**src/rtl/fsk_fword_gen.sv**
```systemverilog
// FSK frequency-word generator: queues 1-bit symbols and drives the DDS FWORD with
// the mark/space word for one programmable period each. Optional macro: FSK_SLEW_EN.
module fsk_fword_gen #(
    parameter int unsigned DEPTH     = 16,
    parameter int unsigned PW        = 24,
    parameter logic [31:0] SLEW_STEP = 32'h0000_1000
) (
    input  logic                     clk,
    input  logic                     rst_n,
    input  logic                     en,
    input  logic                     flush,
    input  logic                     s_valid,
    output logic                     s_ready,
    input  logic                     s_data,
    input  logic [31:0]              fword_mark,
    input  logic [31:0]              fword_space,
    input  logic [31:0]              fword_idle,
    input  logic [PW-1:0]            sym_period,
    output logic [31:0]              fword,
    output logic                     tx_active,
    output logic                     sym_tick,
    output logic                     done,
    output logic [$clog2(DEPTH):0]   level
);

    localparam int unsigned AW = $clog2(DEPTH);
    localparam int unsigned LW = AW + 1;
    localparam int unsigned FW = 32;

    // A zero slew step would never converge, so it is rejected in every build.
    if (DEPTH < 2 || (DEPTH & (DEPTH - 1)) != 0 || PW < 1 || SLEW_STEP == '0) begin : g_bad_cfg
        $error("fsk_fword_gen: unsupported parameter set");
    end

    typedef enum logic {
        S_IDLE = 1'b0,
        S_SEND = 1'b1
    } state_e;

    state_e          state_q;
    logic [DEPTH-1:0] mem_q;
    logic [AW-1:0]   rd_ptr_q;
    logic [AW-1:0]   wr_ptr_q;
    logic [LW-1:0]   level_q;
    logic [PW-1:0]   cnt_q;
    logic [FW-1:0]   tgt_q;
    logic            tx_active_q;
    logic            sym_tick_q;
    logic            done_q;

    logic            s_ready_c;
    logic            push_c;
    logic            start_c;
    logic            next_c;
    logic            pop_c;
    logic [FW-1:0]   sel_word_c;
    logic [PW-1:0]   reload_c;

    // Handshake, pop decisions and the word/period picked for the next symbol.
    always_comb begin
        s_ready_c  = (level_q != LW'(DEPTH));
        push_c     = s_valid && s_ready_c && !flush;
        start_c    = (state_q == S_IDLE) && en && (level_q != '0) && !flush;
        next_c     = (state_q == S_SEND) && (cnt_q == '0) && en && (level_q != '0);
        pop_c      = start_c || next_c;
        sel_word_c = mem_q[rd_ptr_q] ? fword_mark : fword_space;
        reload_c   = (sym_period == '0) ? '0 : sym_period - PW'(1);
    end

    // Symbol storage has no reset; its contents are meaningless once level is zero.
    always_ff @(posedge clk) begin
        if (push_c) begin
            mem_q[wr_ptr_q] <= s_data;
        end
    end

    always_ff @(posedge clk or negedge rst_n) begin
        if (!rst_n) begin
            rd_ptr_q <= '0;
            wr_ptr_q <= '0;
            level_q  <= '0;
        end else if (flush) begin
            rd_ptr_q <= '0;
            wr_ptr_q <= '0;
            level_q  <= '0;
        end else begin
            if (push_c) begin
                wr_ptr_q <= wr_ptr_q + AW'(1);
            end
            if (pop_c) begin
                rd_ptr_q <= rd_ptr_q + AW'(1);
            end
            level_q <= level_q + LW'(push_c) - LW'(pop_c);
        end
    end

    // Keying FSM: IDLE tracks the idle word, SEND holds each symbol for its period.
    always_ff @(posedge clk or negedge rst_n) begin
        if (!rst_n) begin
            state_q     <= S_IDLE;
            cnt_q       <= '0;
            tgt_q       <= '0;
            tx_active_q <= 1'b0;
            sym_tick_q  <= 1'b0;
            done_q      <= 1'b0;
        end else begin
            sym_tick_q <= 1'b0;
            done_q     <= 1'b0;
            case (state_q)
                S_IDLE: begin
                    tgt_q <= fword_idle;
                    if (start_c) begin
                        tgt_q       <= sel_word_c;
                        cnt_q       <= reload_c;
                        sym_tick_q  <= 1'b1;
                        tx_active_q <= 1'b1;
                        state_q     <= S_SEND;
                    end
                end
                S_SEND: begin
                    if (cnt_q != '0) begin
                        cnt_q <= cnt_q - PW'(1);
                    end else if (next_c) begin
                        tgt_q      <= sel_word_c;
                        cnt_q      <= reload_c;
                        sym_tick_q <= 1'b1;
                    end else begin
                        tgt_q       <= fword_idle;
                        tx_active_q <= 1'b0;
                        done_q      <= 1'b1;
                        state_q     <= S_IDLE;
                    end
                end
                default: begin
                    state_q <= S_IDLE;
                end
            endcase
        end
    end

`ifdef FSK_SLEW_EN
    logic [FW-1:0] fword_q;

    // Walk toward the target in SLEW_STEP increments, landing exactly on it.
    always_ff @(posedge clk or negedge rst_n) begin
        if (!rst_n) begin
            fword_q <= '0;
        end else if (tgt_q >= fword_q) begin
            fword_q <= ((tgt_q - fword_q) <= SLEW_STEP) ? tgt_q : fword_q + SLEW_STEP;
        end else begin
            fword_q <= ((fword_q - tgt_q) <= SLEW_STEP) ? tgt_q : fword_q - SLEW_STEP;
        end
    end

    assign fword = fword_q;
`else
    assign fword = tgt_q;
`endif

    assign s_ready   = s_ready_c;
    assign tx_active = tx_active_q;
    assign sym_tick  = sym_tick_q;
    assign done      = done_q;
    assign level     = level_q;

endmodule

```
**config.mk**
```make
export PLATFORM = sky130hd
export DESIGN_NAME = fsk_fword_gen
export DESIGN_NICKNAME = d
export VERILOG_FILES = /design/src/rtl/fsk_fword_gen.sv
export SDC_FILE = /design/constraint.sdc
export NUM_CORES = 1
export LEC_CHECK = 0
export ABC_CLOCK_PERIOD_IN_PS = 4059
export CAP_MARGIN = 30
export CORE_AREA = 3 3 108 120
export DETAILED_ROUTE_END_ITERATION = 6
export DIE_AREA = 0 0 111 123
export HOLD_SLACK_MARGIN = 0.03
export PLACE_DENSITY = 0.79
export REMOVE_ABC_BUFFERS = 1
export SLEW_MARGIN = 20
export SYNTH_ARGS = -nofsm -noshare
export SYNTH_HDL_FRONTEND = slang
export SYNTH_SLANG_ARGS = --single-unit
```
**constraint.sdc**
```tcl
create_clock -name clk -period 4.06 [get_ports clk]
set_input_delay 0.812 -clock clk [delete_from_list [all_inputs] [get_ports clk]]
set_output_delay 0.812 -clock clk [all_outputs]
set_load 0.05 [all_outputs]
```
# Yosys cells after proc, flatten, opt, wreduce, memory -nomap -nowiden
# Cells that the tools add are included.
# W data, S select, Z words.
word_totals:
  register_bits: 89
  out_inout_bits: 41
  input_bits: 126
classes:
  bitwise_logic: 1
  eq_ne: 5
  mux: 33
  reduce_logical: 19
  addsub: 6
  order_cmp: 3
ops:
  columns: ["operator", "count"]
  rows:
  - ["$mux W32", 4]
  - ["$mux W24", 4]
  - ["$pmux W32 S2", 1]
  - ["$logic_not A24 Y1", 2]
  - ["$pmux W24 S2", 1]
  - ["$sub A24 B1 Y24 const B", 2]
  - ["$reduce_bool A24 Y1", 1]
  - ["$bwmux W16", 1]
  - ["$mux W4", 4]
  - ["$mux W1", 12]
  - ["$lt A4 B5 Y1 const B", 2]
  - ["$logic_and A1 B1 Y1", 9]
  - ["$add A4 B1 Y4 const B", 2]
  - ["$ne A2 B2 Y1 const B", 3]
  - ["$pmux W1 S2", 3]
  - ["$add A5 B1 Y5", 1]
  - ["$mux W5", 1]
  - ["$ne A5 B5 Y1 const B", 1]
  - ["$reduce_bool A5 Y1", 1]
  - ["$sub A5 B1 Y5", 1]
  - ["$bmux W1 S4", 1]
  - ["$demux W1 S4", 1]
  - ["$ge A4 B1 Y1 const B", 1]
  - ["$reduce_bool A2 Y1", 2]
  - ["6 further kinds", 6]

# Depth between registers and ports, before layout
depth:
  depth_word: 7
  mapped_depth: 17

# Worst setup path before layout
# OpenSTA, ideal clock, no wires.
synth_path:
  kind: "register to register"
  from: "register level_q[2], in the netlist level[2]"
  to: "register level_q[4], in the netlist level[4]"
  t_arrival_ns: 3.295
  stages_incl_launch_ff: 17
  slack_ns: 0.687
  cell_sequence: "dfrtp_1 inv_1 ha_1 nand3_1 and2_1 clkbuf_1 nand2_1 ha_1 inv_1 ha_1 inv_1 fa_1 inv_1 a21oi_1 nor2_1 or3_1 a21oi_1"
synth_between:
  elab_chain_len: 6
  elab_cells_between_ends: 11
synth_rtl:
  columns: ["item", "line_no", "text"]
  rows:
  - ["from (decl)", "44", "logic [LW-1:0] level_q;"]
  - ["from (signal assigned)", "93", "level_q <= level_q + LW'(push_c) - LW'(pop_c);"]
  - ["$ne A5 B5 Y1", "61", "s_ready_c = (level_q != LW'(DEPTH));"]
  - ["net s_ready", "13", "output logic s_ready,"]
  - ["$logic_and A1 B1 Y1 (2 in a row)", "62", "push_c = s_valid && s_ready_c && !flush;"]
  - ["$add A5 B1 Y5", "93", null]
  - ["$sub A5 B1 Y5", "93", null]
  - ["$mux W5", "82", "end else if (flush) begin"]
# The timed path passes the listed nets, and every way through them passes these cells.
# A chain may end at the register's enable or synchronous reset.

# Worst setup path after layout
layout_path:
  from: "register cnt_q[0]"
  to: "register level_q[4], in the netlist level[4]"
layout_between:
  elab_chain_len: 7
layout_rtl:
  columns: ["item", "line_no", "text"]
  rows:
  - ["from (decl)", "45", "logic [PW-1:0] cnt_q;"]
  - ["from (signal assigned)", "114", "cnt_q <= reload_c;"]
  - ["from (signal assigned)", "122", "cnt_q <= cnt_q - PW'(1);"]
  - ["from (signal assigned)", "125", "cnt_q <= reload_c;"]
  - ["$logic_not A24 Y1", "64", "next_c = (state_q == S_SEND) && (cnt_q == '0) && en && (level_q != '0);"]
  - ["$logic_and A1 B1 Y1 (3 in a row)", "64", null]
  - ["$logic_or A1 B1 Y1", "65", "pop_c = start_c || next_c;"]
  - ["$sub A5 B1 Y5", "93", null]
  - ["$mux W5", "82", null]
# No other way between the ends.

==> results.sh <==
export IMPL_fmax_mhz=289
export IMPL_pwr_share_seq_pct=33.9
export IMPL_place_gp_congestion=0.944
export IMPL_hold_buffers=0
export IMPL_synthTopCellsByArea="dfrtp_1 35%, edfxtp_1 9.1%, a221o_1 6.1%, a22o_1 5.3%, nor2_1 3.6%"
export IMPL_crit_required_ns=4.32
export IMPL_synth_largest_area_cell="dfrtp_1"
export IMPL_synth_ff_type="dfrtp_1"
export IMPL_power_frac_clock_pct=21.3
export IMPL_clock_sinks=89
export IMPL_vias=5065
export IMPL_grt_pass1_wl_mm=26.0
export IMPL_layout_nets=825
export IMPL_num_fill_cells=962
export IMPL_synth_edf_count=16
export IMPL_synthToLayoutAreaGrowth_pct=40.2
export IMPL_netlist_area_leader_share_pct=34.6
export IMPL_max_vdd_ir_drop_v=0.000420
export IMPL_yosysUniqueCellTypes=66
export IMPL_cts_clk_slew_worst_paths_ns=0.06
export IMPL_drt_initial_drc_count=399
export IMPL_synth_area_per_cell_sq_um=10.0
export IMPL_htreeDepth=3
export IMPL_synth_cell_area_sq_mm=0.00528
export IMPL_ioPinCount=167
export IMPL_fp_dieH_um=123
export IMPL_path_max_fanout=8
export IMPL_num_rows=42
export IMPL_cts_resized=0
export IMPL_drt_wl_total_mm=16.6
export IMPL_power_density_mw_per_mm2=581
export IMPL_drv_slew=0
export IMPL_worstSetupPathType="flip-flop to flip-flop"
export IMPL_whs_ns=0.338
export IMPL_cts_setup_buffers=0
export IMPL_ctsRootBufferMaster="clkbuf_16"
export IMPL_synth_most_common_cell="dfrtp_1"
export IMPL_diodes=0
export IMPL_insertion_delay_ns=0.34
export IMPL_swShare_pct=39.9
export IMPL_die_area_sq_mm=0.0137
export IMPL_grt_start_max_net_pins=74
export IMPL_yosysSeqAreaShare_pct=43.7
export IMPL_synth_warnings=0
export IMPL_fin_setup_tns_ns=0
export IMPL_gr_total_overflow=0
export IMPL_viasPerCell=6.01
export IMPL_maxCapViolations=0
export IMPL_drc=0
export IMPL_die_width_um=111
export IMPL_finalHoldViolCount=0
export IMPL_crit_slowest_cell="dfrtp_1"
export IMPL_antenna_found_initial=0
export IMPL_dp_hpwl_mm=12.1
export IMPL_finalCritPeriodShare_pct=85.3
export IMPL_cp_data_arrival_time_ns=3.72
export IMPL_tightestPinTransition_ns=0.849
export IMPL_layout_min_cycle_time_ns=3.46
export IMPL_switching_power_mw=1.72
export IMPL_critPathMaxStageDelay_ns=0.42
export IMPL_final_cell_area_sq_mm=0.00740
export IMPL_ys_seq_elements=89
export IMPL_post_route_cells_drive_above_1_share_pct=6.39
export IMPL_crit_chain="inv_1 -> ha_1 -> nor3b_1 -> nand4_1 -> o31ai_2 -> nand2_2 -> inv_2 -> ha_1 -> inv_1 -> ha_1 -> inv_1 -> fa_1 -> inv_1 -> a21oi_1 -> nor2_1 -> o21ai_0 -> a21oi_1"
export IMPL_cts_tree="done"
export IMPL_cts_made_buffers=9
export IMPL_rsz0062_at_grt="no"
export IMPL_status="finished, final reports clean"
export IMPL_end_kind="flip-flop"
export IMPL_track_usage_pct=23.5
export IMPL_internal_power_mw=2.58
export IMPL_routedWlPerCell_um=19.6
export IMPL_start_util_pct=44.2
export IMPL_setup_viol=0
export IMPL_cp_start_kind="flip-flop"
export IMPL_ant_nets=0
export IMPL_port_buffers=166
export IMPL_slew_headroom_pct=42.6
export IMPL_combPwrFrac_pct=44.9
export IMPL_synth_cells=527
export IMPL_hold_path_class="input pin to async pin"
export IMPL_synth_common_cells="73 x dfrtp_1, 51 x nor2_1, 34 x nand2_1"
export IMPL_clk_path_buf_depth=2
export IMPL_core_area_sq_mm=0.0119
export IMPL_grt_pass1_vias=5063
export IMPL_dr_pass1_iters=5
export IMPL_skew_ns=0.00884
export IMPL_finish_utilization_pct=62.0
export IMPL_place_area_sq_mm=0.00703
export IMPL_p_leak_nw=2.84
export IMPL_synthArstFlopShare_pct=82.0
export IMPL_worst_path_most_repeated_cell="inv_1"
[area by class of cell]
type / count / area [sq um] / share of cell area, %
Clock buffer: 13 / 293 / 3.96
Multi-Input combinational cell: 387 / 2740 / 37.1
Clock inverter: 3 / 42.5 / 0.575
Tap cell: 154 / 193 / 2.60
Inverter: 24 / 90.1 / 1.22
Timing Repair Buffer: 173 / 1730 / 23.4
Sequential cell: 89 / 2310 / 31.2
[routing by layer]
layer | share of wire, % | up-vias | global-route usage [%]
met5 | 0 | - | 0
met4 | 2.5 | 0 | 8.47
met3 | 5.0 | 32 | 4.55
met2 | 52 | 207 | 41.5
met1 | 40 | 2490 | 28.9
li1 | - | 2336 | -
[placed cells by master (no fill, tap or decap), types with 3 or more instances in the layout]
cell             instances
dfrtp_1                 73
o221ai_1                 3
o21a_1                   3
o22ai_1                  5
nand3b_1                 5
nand2_1                 34
buf_4                    6
a22o_1                  32
a221oi_1                 5
a31oi_1                  4
or3_1                    9
nor3_2                   5
or4_1                    4
and2_1                   5
nor2b_1                  3
clkdlybuf4s50_1        165
nor3_1                  16
xor2_1                  16
nor2_1                  50
a21oi_1                 16
o211ai_1                 7
nand3_1                 15
xnor2_1                 12
nand2b_1                 3
edfxtp_1                16
ha_1                    14
clkbuf_16               11
a221o_1                 32
mux2i_1                  6
nand2_2                  3
nand4_1                  6
nor4_1                  12
o21ai_0                 19
inv_1                   22
[metrics by stage]
stage                     setup slack (ns)  std cells  power (mW)
after floorplan                      0.620        500        2.65
after global placement               0.710        825        3.31
after detailed placement             0.570        825        3.37
after CTS                            0.636        841        4.30
after global routing                 0.399        843        4.50
final                                0.598        843        4.30
[registers in the layout (all words and copies together) (netlist names)]
| register | flops |
|---|---|
| cnt_q | 24 |
| done | 1 |
| fword | 32 |
| level | 5 |
| mem_q | 16 |
| rd_ptr_q | 4 |
| state_q | 1 |
| sym_tick | 1 |
| tx_active | 1 |
| wr_ptr_q | 4 |
[logic make-up after synthesis]
family,count (synthesis),share of synthesized area (%)
and+or+nand+nor,184,18.5
AOI/OAI and AO/OA,152,22.9
DFF,89,43.7
buffers and inverters,51,4.55
xor gates and xnor gates,28,4.65
adders and majority gates,15,3.70
muxes,8,1.99
[final timing paths]
check	start	endpoint	slack [ns]	cells past startpoint
worst min-delay path	rst_n	wr_ptr_q[0]	0.34	1
max in group asynchronous	rst_n	cnt_q[15]	3.15	2
worst max-delay path	cnt_q[0]	level[4]	0.60	17
min in group clk	tx_active	tx_active	0.52	2
worst max register to register	cnt_q[0]	level[4]	0.60	17
worst min register to register	tx_active	tx_active	0.52	2
[worst max-delay path, delay by kind of cell, from the launching register on]
kind	cells	cell delay [ns]
buffers and inverters	5	0.46
adders and majority gates	4	0.97
AOI/OAI and AO/OA	4	0.72
and+or+nand+nor	4	0.81
DFF	1	0.42
[power groups by stage]
stage | logic, mW | clock network, mW | registers (mW)
2_1_floorplan | 0.642 | 0 | 2.00
3_3_place_gp | 1.87 | 0 | 1.44
3_5_place_dp | 1.92 | 0 | 1.46
4_1_cts | 1.93 | 0.927 | 1.45
5_1_grt | 2.04 | 0.968 | 1.49
6_report | 1.93 | 0.915 | 1.46
Power figures use the tool's default switching activity.
